File: config.mk
export PLATFORM = sky130hd
export DESIGN_NAME = ovl_motion_sched
export DESIGN_NICKNAME = d
export VERILOG_FILES = /design/src/rtl/ovl_motion_sched.sv
export SDC_FILE = /design/constraint.sdc
export NUM_CORES = 1
export LEC_CHECK = 0
export ABC_CLOCK_PERIOD_IN_PS = 2500
export BUFFER_PORTS_ARGS = -buffer_cell sky130_fd_sc_hd__buf_4
export CAP_MARGIN = 20
export CORE_UTILIZATION = 52
export DETAILED_ROUTE_END_ITERATION = 10
export GPL_TIMING_DRIVEN = 0
export PLACE_DENSITY = 0.9
export SYNTH_ARGS = -nofsm -noshare
export SYNTH_HDL_FRONTEND = slang
export SYNTH_SLANG_ARGS = --single-unit
File: constraint.sdc
create_clock -name clk_i -period 2.5 [get_ports clk_i]
set_clock_uncertainty 0.1 [all_clocks]
set_input_delay 0.5 -clock clk_i [delete_from_list [all_inputs] [get_ports clk_i]]
set_output_delay 0.5 -clock clk_i [all_outputs]
set_load 0.005 [all_outputs]
File: src/rtl/ovl_motion_sched.sv
// Raster position tracker plus per-frame bounce scheduler for a bank of overlay objects.
// Optional build macro OVL_SCHED_FRAME_DIV_EN: run the bounce update only every FRAME_DIV-th vblank.
module ovl_motion_sched #(
  parameter int unsigned N_OBJ     = 2,
  parameter int unsigned OBJ_W     = 320,
  parameter int unsigned OBJ_H     = 320,
  parameter int unsigned SCREEN_W  = 1920,
  parameter int unsigned SCREEN_H  = 1080,
  parameter int unsigned STEP      = 5,
  parameter int unsigned FRAME_DIV = 2
) (
  input  logic                  clk_i,
  input  logic                  rst_i,
  input  logic                  cen_i,
  input  logic [1:0]            vh_blank_i,
  input  logic                  cmd_valid_i,
  output logic                  cmd_ready_o,
  input  logic [2:0]            cmd_idx_i,
  input  logic [11:0]           cmd_x_i,
  input  logic [11:0]           cmd_y_i,
  input  logic [1:0]            cmd_dir_i,
  output logic [11:0]           hcount_o,
  output logic [11:0]           vcount_o,
  output logic [12*N_OBJ-1:0]   obj_x_o,
  output logic [12*N_OBJ-1:0]   obj_y_o,
  output logic                  busy_o,
  output logic                  update_done_o,
  output logic [15:0]           frame_cnt_o
);

  // Handshake: a command transfers on any clk_i edge where cmd_valid_i and
  // cmd_ready_o are both high; ready is high only while the scheduler is idle.

  typedef enum logic [1:0] {S_IDLE, S_UPDATE, S_DONE} state_t;

  localparam logic [11:0] LIM_X = 12'(SCREEN_W - OBJ_W);
  localparam logic [11:0] LIM_Y = 12'(SCREEN_H - OBJ_H);
  localparam logic [2:0]  LAST  = 3'(N_OBJ - 1);

  state_t      state_q, state_d;
  logic [2:0]  idx_q, idx_d;
  logic [1:0]  blank_q;
  logic [11:0] hcount_q, vcount_q;
  logic [15:0] frame_q;
  logic [11:0] x_q [N_OBJ];
  logic [11:0] x_d [N_OBJ];
  logic [11:0] y_q [N_OBJ];
  logic [11:0] y_d [N_OBJ];
  logic        dx_q [N_OBJ];
  logic        dx_d [N_OBJ];
  logic        dy_q [N_OBJ];
  logic        dy_d [N_OBJ];
  logic        hrise, hfall, vrise, upd_start, cmd_fire;

  assign hrise = cen_i &  vh_blank_i[0] & ~blank_q[0];
  assign hfall = cen_i & ~vh_blank_i[0] &  blank_q[0];
  assign vrise = cen_i &  vh_blank_i[1] & ~blank_q[1];

`ifdef OVL_SCHED_FRAME_DIV_EN
  logic [3:0] div_q;
  always_ff @(posedge clk_i) begin
    if (rst_i) div_q <= '0;
    else if (vrise) div_q <= (div_q == 4'(FRAME_DIV - 1)) ? 4'd0 : div_q + 4'd1;
  end
  assign upd_start = vrise & (div_q == 4'(FRAME_DIV - 1));
`else
  assign upd_start = vrise;
`endif

  always_ff @(posedge clk_i) begin
    if (rst_i) begin
      blank_q  <= '0;
      hcount_q <= '0;
      vcount_q <= '0;
      frame_q  <= '0;
    end else begin
      if (cen_i) begin
        blank_q <= vh_blank_i;
        if (hfall) hcount_q <= '0;
        else if (hcount_q != 12'hFFF) hcount_q <= hcount_q + 12'd1;
      end
      if (vrise) vcount_q <= '0;
      else if (hrise && vcount_q != 12'hFFF) vcount_q <= vcount_q + 12'd1;
      if (vrise) frame_q <= frame_q + 16'd1;
    end
  end

  always_ff @(posedge clk_i) begin
    if (rst_i) begin
      state_q <= S_IDLE;
      idx_q   <= '0;
    end else begin
      state_q <= state_d;
      idx_q   <= idx_d;
    end
  end

  always_comb begin
    state_d = state_q;
    idx_d   = idx_q;
    case (state_q)
      S_IDLE: if (upd_start) begin
        state_d = S_UPDATE;
        idx_d   = '0;
      end
      S_UPDATE: begin
        if (idx_q == LAST) state_d = S_DONE;
        else idx_d = idx_q + 3'd1;
      end
      S_DONE:  state_d = S_IDLE;
      default: state_d = S_IDLE;
    endcase
  end

  assign cmd_ready_o   = (state_q == S_IDLE);
  assign busy_o        = (state_q != S_IDLE);
  assign update_done_o = (state_q == S_DONE);
  assign cmd_fire      = cmd_valid_i & cmd_ready_o;

  // Returns {new_dir, new_pos}; lim is the largest legal left/top position.
  function automatic logic [12:0] bounce(input logic [11:0] pos, input logic dir,
                                         input logic [11:0] lim);
    logic [12:0] sum;
    sum = {1'b0, pos} + 13'(STEP);
    if (dir) begin
      if (sum > {1'b0, lim}) return {1'b0, lim};
      else                   return {1'b1, pos + 12'(STEP)};
    end else begin
      if ({1'b0, pos} < 13'(STEP)) return {1'b1, 12'd0};
      else                         return {1'b0, pos - 12'(STEP)};
    end
  endfunction

  always_comb begin
    logic [12:0] rx, ry;
    rx = '0;
    ry = '0;
    for (int i = 0; i < int'(N_OBJ); i++) begin
      x_d[i]  = x_q[i];
      y_d[i]  = y_q[i];
      dx_d[i] = dx_q[i];
      dy_d[i] = dy_q[i];
      // Commands land only in IDLE, so they never collide with an update slot.
      if (cmd_fire && cmd_idx_i == 3'(i)) begin
        x_d[i]  = (cmd_x_i > LIM_X) ? LIM_X : cmd_x_i;
        y_d[i]  = (cmd_y_i > LIM_Y) ? LIM_Y : cmd_y_i;
        dx_d[i] = cmd_dir_i[0];
        dy_d[i] = cmd_dir_i[1];
      end
      if (state_q == S_UPDATE && idx_q == 3'(i)) begin
        rx      = bounce(x_q[i], dx_q[i], LIM_X);
        ry      = bounce(y_q[i], dy_q[i], LIM_Y);
        x_d[i]  = rx[11:0];
        dx_d[i] = rx[12];
        y_d[i]  = ry[11:0];
        dy_d[i] = ry[12];
      end
    end
  end

  always_ff @(posedge clk_i) begin
    for (int i = 0; i < int'(N_OBJ); i++) begin
      if (rst_i) begin
        x_q[i]  <= '0;
        y_q[i]  <= '0;
        dx_q[i] <= 1'b1;
        dy_q[i] <= 1'b1;
      end else begin
        x_q[i]  <= x_d[i];
        y_q[i]  <= y_d[i];
        dx_q[i] <= dx_d[i];
        dy_q[i] <= dy_d[i];
      end
    end
  end

  always_comb begin
    obj_x_o = '0;
    obj_y_o = '0;
    for (int i = 0; i < int'(N_OBJ); i++) begin
      obj_x_o[12*i +: 12] = x_q[i];
      obj_y_o[12*i +: 12] = y_q[i];
    end
  end

  assign hcount_o    = hcount_q;
  assign vcount_o    = vcount_q;
  assign frame_cnt_o = frame_q;

endmodule

==> results.sh <==
export IMPL_drtIter0Drc=1349
export IMPL_p_int_w=0.00301
export IMPL_crit_type="flip-flop to flip-flop"
export IMPL_status="finished with violations"
export IMPL_failed_checks="setup timing"
export IMPL_finalWorstSetupSlack_ps=-172
export IMPL_ir_worst_vdd_mv=0.297
export IMPL_async_reset_ff_frac=0
export IMPL_portBuffers=124
export IMPL_overflow=0
export IMPL_num_rows=43
export IMPL_hold_class="primary input to flip-flop"
export IMPL_gp_congestion=1.00
export IMPL_synth_seq_cells=99
export IMPL_period_share=1.07
export IMPL_synth_avg_cell_area_um2=7.64
export IMPL_synthTopCellsByCount="109 x nor2_1, 97 x dfxtp_1, 77 x nand2_1, 57 x o21ai_0, 48 x a21oi_1"
export IMPL_ys_seq_area_frac=0.272
export IMPL_drtPass1Iterations=6
export IMPL_die_area_mm2=0.0147
export IMPL_slew_headroom=0.419
export IMPL_synth_nets=1015
export IMPL_hold_viol=0
export IMPL_postCtsHoldBufs=0
export IMPL_grt_pass1_vias=7618
export IMPL_root_buffer="clkbuf_16"
export IMPL_finalMaxSlewViolations=0
export IMPL_setup_viol=22
export IMPL_cp_num_buf_inv=2
export IMPL_power_per_cell_area_mw_per_mm2=460
export IMPL_worst_slew_pin_slew_ps=869
export IMPL_insertion_delay_ps=360
export IMPL_vias=9026
export IMPL_synth_most_common_cell="nor2_1"
export IMPL_cts_buffer_depth=2
export IMPL_routedWlPerCell_um=20.9
export IMPL_synth_top_area_cell="dfxtp_1"
export IMPL_viasPerCell=6.82
export IMPL_crit_cells=9
export IMPL_rsz0062_at_grt="yes"
export IMPL_power_frac_clock=0.357
export IMPL_fmax_mhz=374
export IMPL_worst_setup_path_end_kind="flip-flop"
export IMPL_dieHeight_um=121
export IMPL_seq_power_share=0.385
export IMPL_fin_crit_ps=2670
export IMPL_ant_nets=0
export IMPL_p_switching_w=0.00151
export IMPL_cts_tree="yes"
export IMPL_start_kind="flip-flop"
export IMPL_post_route_util=0.711
export IMPL_drc=0
export IMPL_io_pins=126
export IMPL_cp_required_ps=2510
export IMPL_syn_inst=964
export IMPL_start_util=0.533
export IMPL_coreArea_mm2=0.0138
export IMPL_fin_nets=1190
export IMPL_min_path_cells=3
export IMPL_clock_sink_count=99
export IMPL_grt_max_degree=19
export IMPL_clk_pin_slew_ps=80
export IMPL_grt_pass1_wl_um=37800
export IMPL_p_leak_nw=3.83
export IMPL_area_growth_syn_to_layout_pct=33.4
export IMPL_cp_top_family="compound AO/OA/AOI/OAI gates"
export IMPL_cts_htree_levels=3
export IMPL_reg2regPathDepth=9
export IMPL_synth_cell_types=95
export IMPL_die_x_um=121
export IMPL_drv_cap=0
export IMPL_antenna_cells=0
export IMPL_worstPathArrival_ps=2680
export IMPL_cpPeakStageDelay_ps=470
export IMPL_netlist_area_leader_share=0.263
export IMPL_syn_cell_area_mm2=0.00737
export IMPL_slowest_stage="a2111oi_1"
export IMPL_synth_edf_count=2
export IMPL_crit_fanout=9
export IMPL_antenna_found_initial=0
export IMPL_grtUsageTotal=0.325
export IMPL_drt_wl_total_um=27600
export IMPL_yosysWarningCount=0
export IMPL_cts_buffers=9
export IMPL_synthFlopType="dfxtp_1"
export IMPL_drive_gt1_frac=0.302
export IMPL_path_cells="clkbuf_4 -> nand3_1 -> a2111oi_1 -> o21a_1 -> o32a_4 -> nor2_4 -> buf_2 -> o22ai_1 -> nand2b_1"
export IMPL_hpwl_um=17200
export IMPL_place_ws_ps=-477
export IMPL_yosys_top_cells_area="dfxtp_1 26%, nor2_1 5.6%, nand2_1 3.9%"
export IMPL_pwr_share_comb=0.258
export IMPL_sw_frac_of_total=0.334
[metal layers]
metal	vias up	wire, um	share of wire	track usage
li1	3938	-	-	-
met3	202	3260	0.12	0.0724
met1	4136	10100	0.37	0.406
met5	-	0	0	0
met4	0	1780	0.064	0.181
met2	750	12500	0.45	0.515
[logic make-up after synthesis]
| family | share of synthesized area |
|---|---|
| simple gates | 0.272 |
| compound gates | 0.286 |
| buf+inv | 0.0615 |
| flops | 0.272 |
| xor+xnor | 0.0677 |
| fa+ha+maj | 0.0272 |
| mux | 0.0139 |
[power by group through the flow]
| stage | combinational [W] | clock, W | sequential, W |
|---|---|---|---|
| final | 0.00117 | 0.00162 | 0.00174 |
| after global routing | 0.00124 | 0.00167 | 0.00175 |
| after CTS | 0.000985 | 0.00160 | 0.00172 |
| after detailed placement | 0.000954 | 0 | 0.00175 |
| after global placement | 0.000935 | 0 | 0.00175 |
| after floorplan | 0.000643 | 0 | 0.00173 |
[metrics by stage]
stage	cells	power, W	hold WS [ps]	area (um2)	TNS (ps)
3_3_place_gp	1268	0.00268	382	8530	-6070
3_5_place_dp	1268	0.00270	391	8530	-7780
4_1_cts	1292	0.00431	278	9150	-32.0
6_report	1324	0.00452	297	9830	-1750
5_1_grt	1324	0.00466	301	9830	-3400
2_1_floorplan	964	0.00238	366	7370	-10.3
[registers in the layout, summed over array words and instances (netlist names)]
name	cells
blank_q	2
dx_q	2
dy_q	2
frame_cnt_o	16
hcount_o	12
idx_q	3
state_q	2
vcount_o	12
x_q	24
y_q	24
[path summary, 6_finish.rpt]
| path | from | to | slack [ps] |
|---|---|---|---|
| max | x_q[1][9] | dx_q[1] | -170 |
| min reg2reg | frame_cnt_o[1] | frame_cnt_o[1] | 400 |
| min | cmd_dir_i[1] | dy_q[0] | 300 |
| max reg2reg | x_q[1][9] | dx_q[1] | -170 |
[cell type report]
class                           count  area, um2
Clock inverter                      7        110
Buffer                             60        378
Clock buffer                        9        225
Inverter                           37        139
Tap cell                          180        225
Fill cell                         996       3990
Timing Repair Buffer              171       1280
Sequential cell                    99       2050
Multi-Input combinational cell    761       5430
[cell usage in the layout (no fill, tap or decap), types with 12 or more instances in the layout]
cell type	synthesis	routed
inv_1	36	35
clkbuf_1	33	21
nand2_1	77	76
o31ai_1	14	13
nor3_1	33	27
ha_1	16	12
buf_4	5	170
dfxtp_2	0	14
or3_1	17	16
nor2_1	109	105
nand4_1	19	19
nand3_1	37	34
a211oi_1	22	20
dfxtp_1	97	75
xor2_1	28	28
buf_6	2	13
o21ai_0	57	55
xnor2_1	29	27
a21oi_1	48	43
[tightest hold or removal path: cells and delay by family]
family | cells | cell delay [ps]
AND/OR/NAND/NOR | 1 | 60
AO/OA/AOI/OAI | 1 | 70
buffers and inverters | 1 | 110
[timing repair]
action	in CTS	in global routing
buffers inserted	13	32
gates cloned	0	2
pin swaps	12	27
endpoints found under the setup margin	42	44
resized for setup	55	113
(Power assumes the default switching activity.)
